<file path="config.mk">
export PLATFORM = sky130hd
export DESIGN_NAME = router_east_wght_tx
export DESIGN_NICKNAME = d
export VERILOG_FILES = /design/src/rtl/router_east_wght_tx_pkg.sv /design/src/rtl/router_east_wght_tx_glb_read_pipe.sv /design/src/rtl/router_east_wght_tx.sv
export SDC_FILE = /design/constraint.sdc
export NUM_CORES = 1
export LEC_CHECK = 0
export ABC_AREA = 0
export BUFFER_PORTS_ARGS = -buffer_cell sky130_fd_sc_hd__buf_2
export CORE_ASPECT_RATIO = 0.6
export CORE_MARGIN = 5
export CORE_UTILIZATION = 25
export CTS_BUF_LIST = sky130_fd_sc_hd__clkbuf_2
export DETAILED_ROUTE_END_ITERATION = 6
export PLACE_DENSITY = 0.44
export RECOVER_POWER = 50
export REMOVE_ABC_BUFFERS = 1
export SYNTH_ARGS = -nofsm -noshare
export SYNTH_HDL_FRONTEND = slang
export SYNTH_HIERARCHICAL = 1
export SYNTH_SLANG_ARGS = --single-unit
</file>
<file path="constraint.sdc">
create_clock -name clk -period 6.8 [get_ports clk]
set_clock_uncertainty 0.15 [all_clocks]
set_input_delay 1.02 -clock clk [delete_from_list [all_inputs] [get_ports clk]]
set_output_delay 1.02 -clock clk [all_outputs]
set_load 0.02 [all_outputs]
</file>
<file path="src/rtl/router_east_wght_tx_pkg.sv">
// Shared router definitions.
// Holds the transmit FSM encoding, the default link/GLB widths shared with
// the west-side receivers, and the GLB read latency.
package router_east_wght_tx_pkg;

    typedef enum logic [1:0] {
        ST_IDLE  = 2'd0,
        ST_READ  = 2'd1,
        ST_DRAIN = 2'd2,
        ST_GAP   = 2'd3
    } tx_state_e;

    localparam int ROUTER_DATA_BITWIDTH     = 16;
    localparam int ROUTER_ADDR_BITWIDTH_GLB = 10;

    // Cycles from a GLB read request to its data on glb_data_i.
    localparam int GLB_READ_LATENCY = 1;

endpackage

</file>
<file path="src/rtl/router_east_wght_tx_glb_read_pipe.sv">
// GLB read pipeline for the east weight transmitter.
// Delays each read request by the GLB latency so it lines up with its
// returned data, then registers that data onto the link.
// Ports:
//   clk, reset   : clock, synchronous active-high reset
//   req          : read request issued this cycle
//   glb_data_i   : GLB read data (valid LATENCY cycles after req)
//   data_o       : registered link data, 0 whenever enable_o is 0
//   enable_o     : registered link valid
//   inflight     : a request is still on its way to the link register
module router_east_wght_tx_glb_read_pipe
    import router_east_wght_tx_pkg::*;
#(
    parameter int DATA_BITWIDTH = ROUTER_DATA_BITWIDTH,
    parameter int LATENCY       = GLB_READ_LATENCY
) (
    input  logic                     clk,
    input  logic                     reset,
    input  logic                     req,
    input  logic [DATA_BITWIDTH-1:0] glb_data_i,
    output logic [DATA_BITWIDTH-1:0] data_o,
    output logic                     enable_o,
    output logic                     inflight
);

    logic [LATENCY-1:0] req_sr;

    always_ff @(posedge clk) begin
        if (reset) begin
            req_sr   <= '0;
            data_o   <= '0;
            enable_o <= 1'b0;
        end else begin
            req_sr[0] <= req;
            for (int i = 1; i < LATENCY; i++) begin
                req_sr[i] <= req_sr[i-1];
            end
            enable_o <= req_sr[LATENCY-1];
            // Gate the data so nothing but real weights (or zero) reaches the link.
            data_o   <= req_sr[LATENCY-1] ? glb_data_i : '0;
        end
    end

    assign inflight = |req_sr;

endmodule

</file>
<file path="src/rtl/router_east_wght_tx.sv">
// East-side weight link transmitter.
// On start, reads num_words contiguous weight words from the GLB beginning at
// base_addr and sends them as one unbroken enable burst, then holds enable low
// for GAP_CYCLES so the receiver's rising-edge detector re-arms.
// Ports:
//   clk, reset                  : clock, synchronous active-high reset
//   start, base_addr, num_words : burst request (accepted only when idle)
//   glb_addr_read, glb_req_read : GLB read port
//   glb_data_i                  : GLB read data
//   east_data_o, east_enable_o  : link toward neighbour's west port
//   busy                        : FSM not idle
//   done                        : one-cycle pulse in the final gap cycle
//
// state    | meaning
// ST_IDLE  | waiting for start
// ST_READ  | issuing one GLB read per cycle
// ST_DRAIN | waiting for the last word to reach the link
// ST_GAP   | enable held low; done in the last cycle
module router_east_wght_tx
    import router_east_wght_tx_pkg::*;
#(
    parameter int DATA_BITWIDTH     = ROUTER_DATA_BITWIDTH,
    parameter int ADDR_BITWIDTH_GLB = ROUTER_ADDR_BITWIDTH_GLB,
    parameter int LEN_BITWIDTH      = 10,
    parameter int GAP_CYCLES        = 2
) (
    input  logic                         clk,
    input  logic                         reset,
    input  logic                         start,
    input  logic [ADDR_BITWIDTH_GLB-1:0] base_addr,
    input  logic [LEN_BITWIDTH-1:0]      num_words,
    output logic [ADDR_BITWIDTH_GLB-1:0] glb_addr_read,
    output logic                         glb_req_read,
    input  logic [DATA_BITWIDTH-1:0]     glb_data_i,
    output logic [DATA_BITWIDTH-1:0]     east_data_o,
    output logic                         east_enable_o,
    output logic                         busy,
    output logic                         done
);

    localparam int               GAP_BITS = 4;
    localparam logic [GAP_BITS-1:0] GAP_LOAD = GAP_BITS'(GAP_CYCLES - 1);

    tx_state_e                    state_q, state_d;
    logic [ADDR_BITWIDTH_GLB-1:0] addr_q, addr_d;
    logic [LEN_BITWIDTH-1:0]      remain_q, remain_d;
    logic [GAP_BITS-1:0]          gap_q, gap_d;
    logic                         req;
    logic                         done_c;
    logic                         pipe_inflight;

    always_ff @(posedge clk) begin
        if (reset) begin
            state_q  <= ST_IDLE;
            addr_q   <= '0;
            remain_q <= '0;
            gap_q    <= '0;
        end else begin
            state_q  <= state_d;
            addr_q   <= addr_d;
            remain_q <= remain_d;
            gap_q    <= gap_d;
        end
    end

    always_comb begin
        state_d  = state_q;
        addr_d   = addr_q;
        remain_d = remain_q;
        gap_d    = gap_q;
        req      = 1'b0;
        done_c   = 1'b0;
        case (state_q)
            ST_IDLE: begin
                if (start) begin
                    if (num_words != '0) begin
                        addr_d   = base_addr;
                        remain_d = num_words;
                        state_d  = ST_READ;
                    end else begin
                        // Empty burst still observes the gap so done keeps its timing.
                        gap_d   = GAP_LOAD;
                        state_d = ST_GAP;
                    end
                end
            end
            ST_READ: begin
                req      = 1'b1;
                addr_d   = addr_q + 1'b1;  // wraps modulo the GLB depth
                remain_d = remain_q - 1'b1;
                if (remain_q == LEN_BITWIDTH'(1)) begin
                    state_d = ST_DRAIN;
                end
            end
            ST_DRAIN: begin
                // Once nothing is in flight, the last word is on the link this cycle.
                if (!pipe_inflight) begin
                    gap_d   = GAP_LOAD;
                    state_d = ST_GAP;
                end
            end
            ST_GAP: begin
                if (gap_q == '0) begin
                    done_c  = 1'b1;
                    state_d = ST_IDLE;
                end else begin
                    gap_d = gap_q - 1'b1;
                end
            end
            default: state_d = ST_IDLE;
        endcase
    end

    router_east_wght_tx_glb_read_pipe #(
        .DATA_BITWIDTH (DATA_BITWIDTH),
        .LATENCY       (GLB_READ_LATENCY)
    ) u_read_pipe (
        .clk        (clk),
        .reset      (reset),
        .req        (req),
        .glb_data_i (glb_data_i),
        .data_o     (east_data_o),
        .enable_o   (east_enable_o),
        .inflight   (pipe_inflight)
    );

    assign glb_req_read  = req;
    assign glb_addr_read = req ? addr_q : '0;
    assign busy          = (state_q != ST_IDLE);
    assign done          = done_c;

endmodule

</file>
==> flow_summary.toml <==
[outcome]
status = "complete, but fails checks"
violated_checks = "capacitance limit, slew limit"

[final_layout]
num_antenna_cells = 0
drive_above_1_share = 0.276
multi_input_comb_area_um2 = 1360
finalCoreUtilization = 0.308
fillerInstances = 1031
design.final.nets = 377
sequential_cell_area_um2 = 881
layout-area-overhead-vs-synth_pct = 19.9
design_area_um2 = 2830

[critical_path]
worst_reg2reg_path_length_in_cells = 7
worstPathMaxFanout = 6
worst-endpoint-arrival_ps = 1880
critical_path.reg2reg.endpoint = "gap_q[3]"
timing.reg2reg.setup_slack_ps = 4240
endpoint_kind = "primary output"
cp-start-kind = "flip-flop"
worst-endpoint-required_ps = 5630
setup.worst_path.class = "reg2out"
worst_r2r_startpoint = "state_q[0]"

[pwr]
power.leakage_nw = 1.15
ir_drop_uv = 171
pd_cells_nw_per_um2 = 342
design_power_total_mw = 0.969

[yosys]
synth_top_flop_cell = "sky130_fd_sc_hd__dfxtp_1"
synth-warning-count = 6
netlist_top_cells_area = "sky130_fd_sc_hd__dfxtp_1, sky130_fd_sc_hd__and3b_1, sky130_fd_sc_hd__ha_1, sky130_fd_sc_hd__a21oi_1, sky130_fd_sc_hd__a21oi_2"
post_synth_most_frequent_cells = "sky130_fd_sc_hd__dfxtp_1, sky130_fd_sc_hd__a21oi_1, sky130_fd_sc_hd__nor2_1"
synth_seq_area_share = 0.373
netlist_area_um2 = 2360
synth_top_area_share = 0.373
synthesis.instances = 266
post_synth_num_cell_types = 54
post-synth-top-count-cell = "sky130_fd_sc_hd__dfxtp_1"
synth-edff-count = 0
avgSynthCellArea_um2 = 8.88
ys_ff_latch = 44
synth.largest_area_cell = "sky130_fd_sc_hd__dfxtp_1"
ffs_w_async_s_r_synth = 0

[routing]
avgRoutedWirePerCell_um = 14.1
drt_drc_violations_left = 0
dr_vias_cell = 4.67
drt_iter0_drc = 106
routed_wirelength_um = 6490
dr_total_vias = 2150
total_iterations_of_the_first_detailed_routing_run = 4
drtAntennaViolNets = 0

[sta]
final.setup.tns_ps = 0
max_slew.worst_pin.slew_ps = 2350
finalHoldViolCount = 0
timing.slew.headroom = -0.566
achievable-frequency_ghz = 0.328
timing.final.crit_share = 0.448
fin_hold_ws_ps = 342
final_period_minus_worst_setup_slack_ps = 3050
rsz0062_at_grt = "no"
setup-violations-final = 0
final_max_slew_viol_count = 51

[floorplanning]
initial_core_util = 0.257
die_y_um = 85.3
die-area_um2 = 11600
core.rowCount = 27
pin_count = 69
floorplan.die.width_um = 135
fp.coreArea_um2 = 9190

[clocking]
ctsHtreeMaxLevel = 2
ctsHoldBuffers = 0
clkTransAtPathRegs_ps = 250
clock-root-buffer = "sky130_fd_sc_hd__clkbuf_2"
cts.path.max_buffers = 2
post_cts_resized = 0
cts.repair_timing.setup_buffer_count = 0
worstSkewPairLatency_ps = 440
clkSinkCount = 44
cts_inserted_buffers = 5
tritoncts = "yes"

[worst_hold_path]
min-delay-path-class = "reg2reg"
hp-start = "remain_q[8]"
whs_path_depth = 2
min_to = "remain_q[8]"

[global_routing]
vias_in_the_first_global_route = 2064
grt_first_pass_wirelength_um = 10700
grt_start_max_net_pins = 51
overflow = 0
gr-usage-all-layers = 0.115
antenna_found_initial = 0

[placed_design]
io_buffers = 68
dp.final_hpwl_um = 4570
routabilityCongestion = 0.748
dpl_cell_area_um2 = 2810

[job]
drv_cap = 1
==> state kept, by name, summed over array words and instances (netlist names) <==
signal and flops:
u_read_pipe/data_o 16, addr_q 10, remain_q 10, gap_q 4
state_q 2, u_read_pipe/enable_o 1, u_read_pipe/inflight 1
==> through the flow <==
stage	worst slack, ps	instances
2_1_floorplan	3680	251
3_3_place_gp	3820	452
3_5_place_dp	3770	452
4_1_cts	3710	460
5_1_grt	3530	460
6_report	3750	460
==> layer usage <==
layer | part of all wire | vias up | GRT usage
met4 | 0.0059 | 0 | 0.0229
li1 | - | 1098 | -
met3 | 0.068 | 5 | 0.0397
met5 | 0 | - | 0
met2 | 0.38 | 55 | 0.153
met1 | 0.55 | 992 | 0.174
==> cells by family after synthesis <==
group / after synthesis / share of synthesized area
DFF: 44 / 0.373
adders and majority gates: 9 / 0.0477
buffers and inverters: 26 / 0.0514
muxes: 2 / 0.00847
AOI/OAI and AO/OA: 76 / 0.239
xor gates and xnor gates: 1 / 0.00371
and+or+nand+nor: 108 / 0.276
==> worst max path at each step <==
stage | start | to | depth (start not counted)
floorplan | num_words[4] | addr_q[8] | 5
global placement | num_words[8] | addr_q[8] | 7
detailed placement | num_words[8] | addr_q[8] | 7
CTS | state_q[1] | glb_addr_read[0] | 5
global route | state_q[1] | glb_addr_read[0] | 5
finish | state_q[0] | done | 3
==> layout make-up <==
class | instances | area share
Clock inverter | 3 | 0.00840
Inverter | 11 | 0.0146
Timing Repair Buffer | 71 | 0.119
Multi-Input combinational cell | 196 | 0.480
Clock buffer | 5 | 0.00884
Sequential cell | 44 | 0.311
Tap cell | 130 | 0.0574
==> worst max-delay path, cell delays in order (launching register included) <==
cell and delay [ps]:
sky130_fd_sc_hd__dfxtp_1 440, sky130_fd_sc_hd__ha_1 290, sky130_fd_sc_hd__nor4bb_1 470, sky130_fd_sc_hd__buf_2 250
==> cell usage in the layout, fill, tap and decap left out, types with 3 or more instances in the layout <==
cell type and instances:
sky130_fd_sc_hd__buf_2 51, sky130_fd_sc_hd__dfxtp_1 44, sky130_fd_sc_hd__a21oi_1 22, sky130_fd_sc_hd__nor2_1 18
sky130_fd_sc_hd__clkbuf_1 18, sky130_fd_sc_hd__nand2_1 17, sky130_fd_sc_hd__and3b_1 14, sky130_fd_sc_hd__inv_1 10
sky130_fd_sc_hd__and2_1 10, sky130_fd_sc_hd__o21ai_0 9, sky130_fd_sc_hd__ha_1 9, sky130_fd_sc_hd__nor3_1 8
sky130_fd_sc_hd__nand2b_1 8, sky130_fd_sc_hd__o21ai_2 8, sky130_fd_sc_hd__a21oi_2 8, sky130_fd_sc_hd__nor4_1 6
sky130_fd_sc_hd__nor2b_1 6, sky130_fd_sc_hd__o32ai_1 5, sky130_fd_sc_hd__o2bb2ai_1 5, sky130_fd_sc_hd__clkbuf_2 5
sky130_fd_sc_hd__nand4_1 3, sky130_fd_sc_hd__nand3b_1 3
==> report_power, final <==
| part | switching (mW) | total (mW) | internal (mW) |
|---|---|---|---|
| Sequential | 0.0711 | 0.387 | 0.316 |
| Clock | 0.0972 | 0.123 | 0.0256 |
| Combinational | 0.286 | 0.460 | 0.174 |
| Total | 0.454 | 0.969 | 0.515 |
Power figures use the tool's default switching activity.
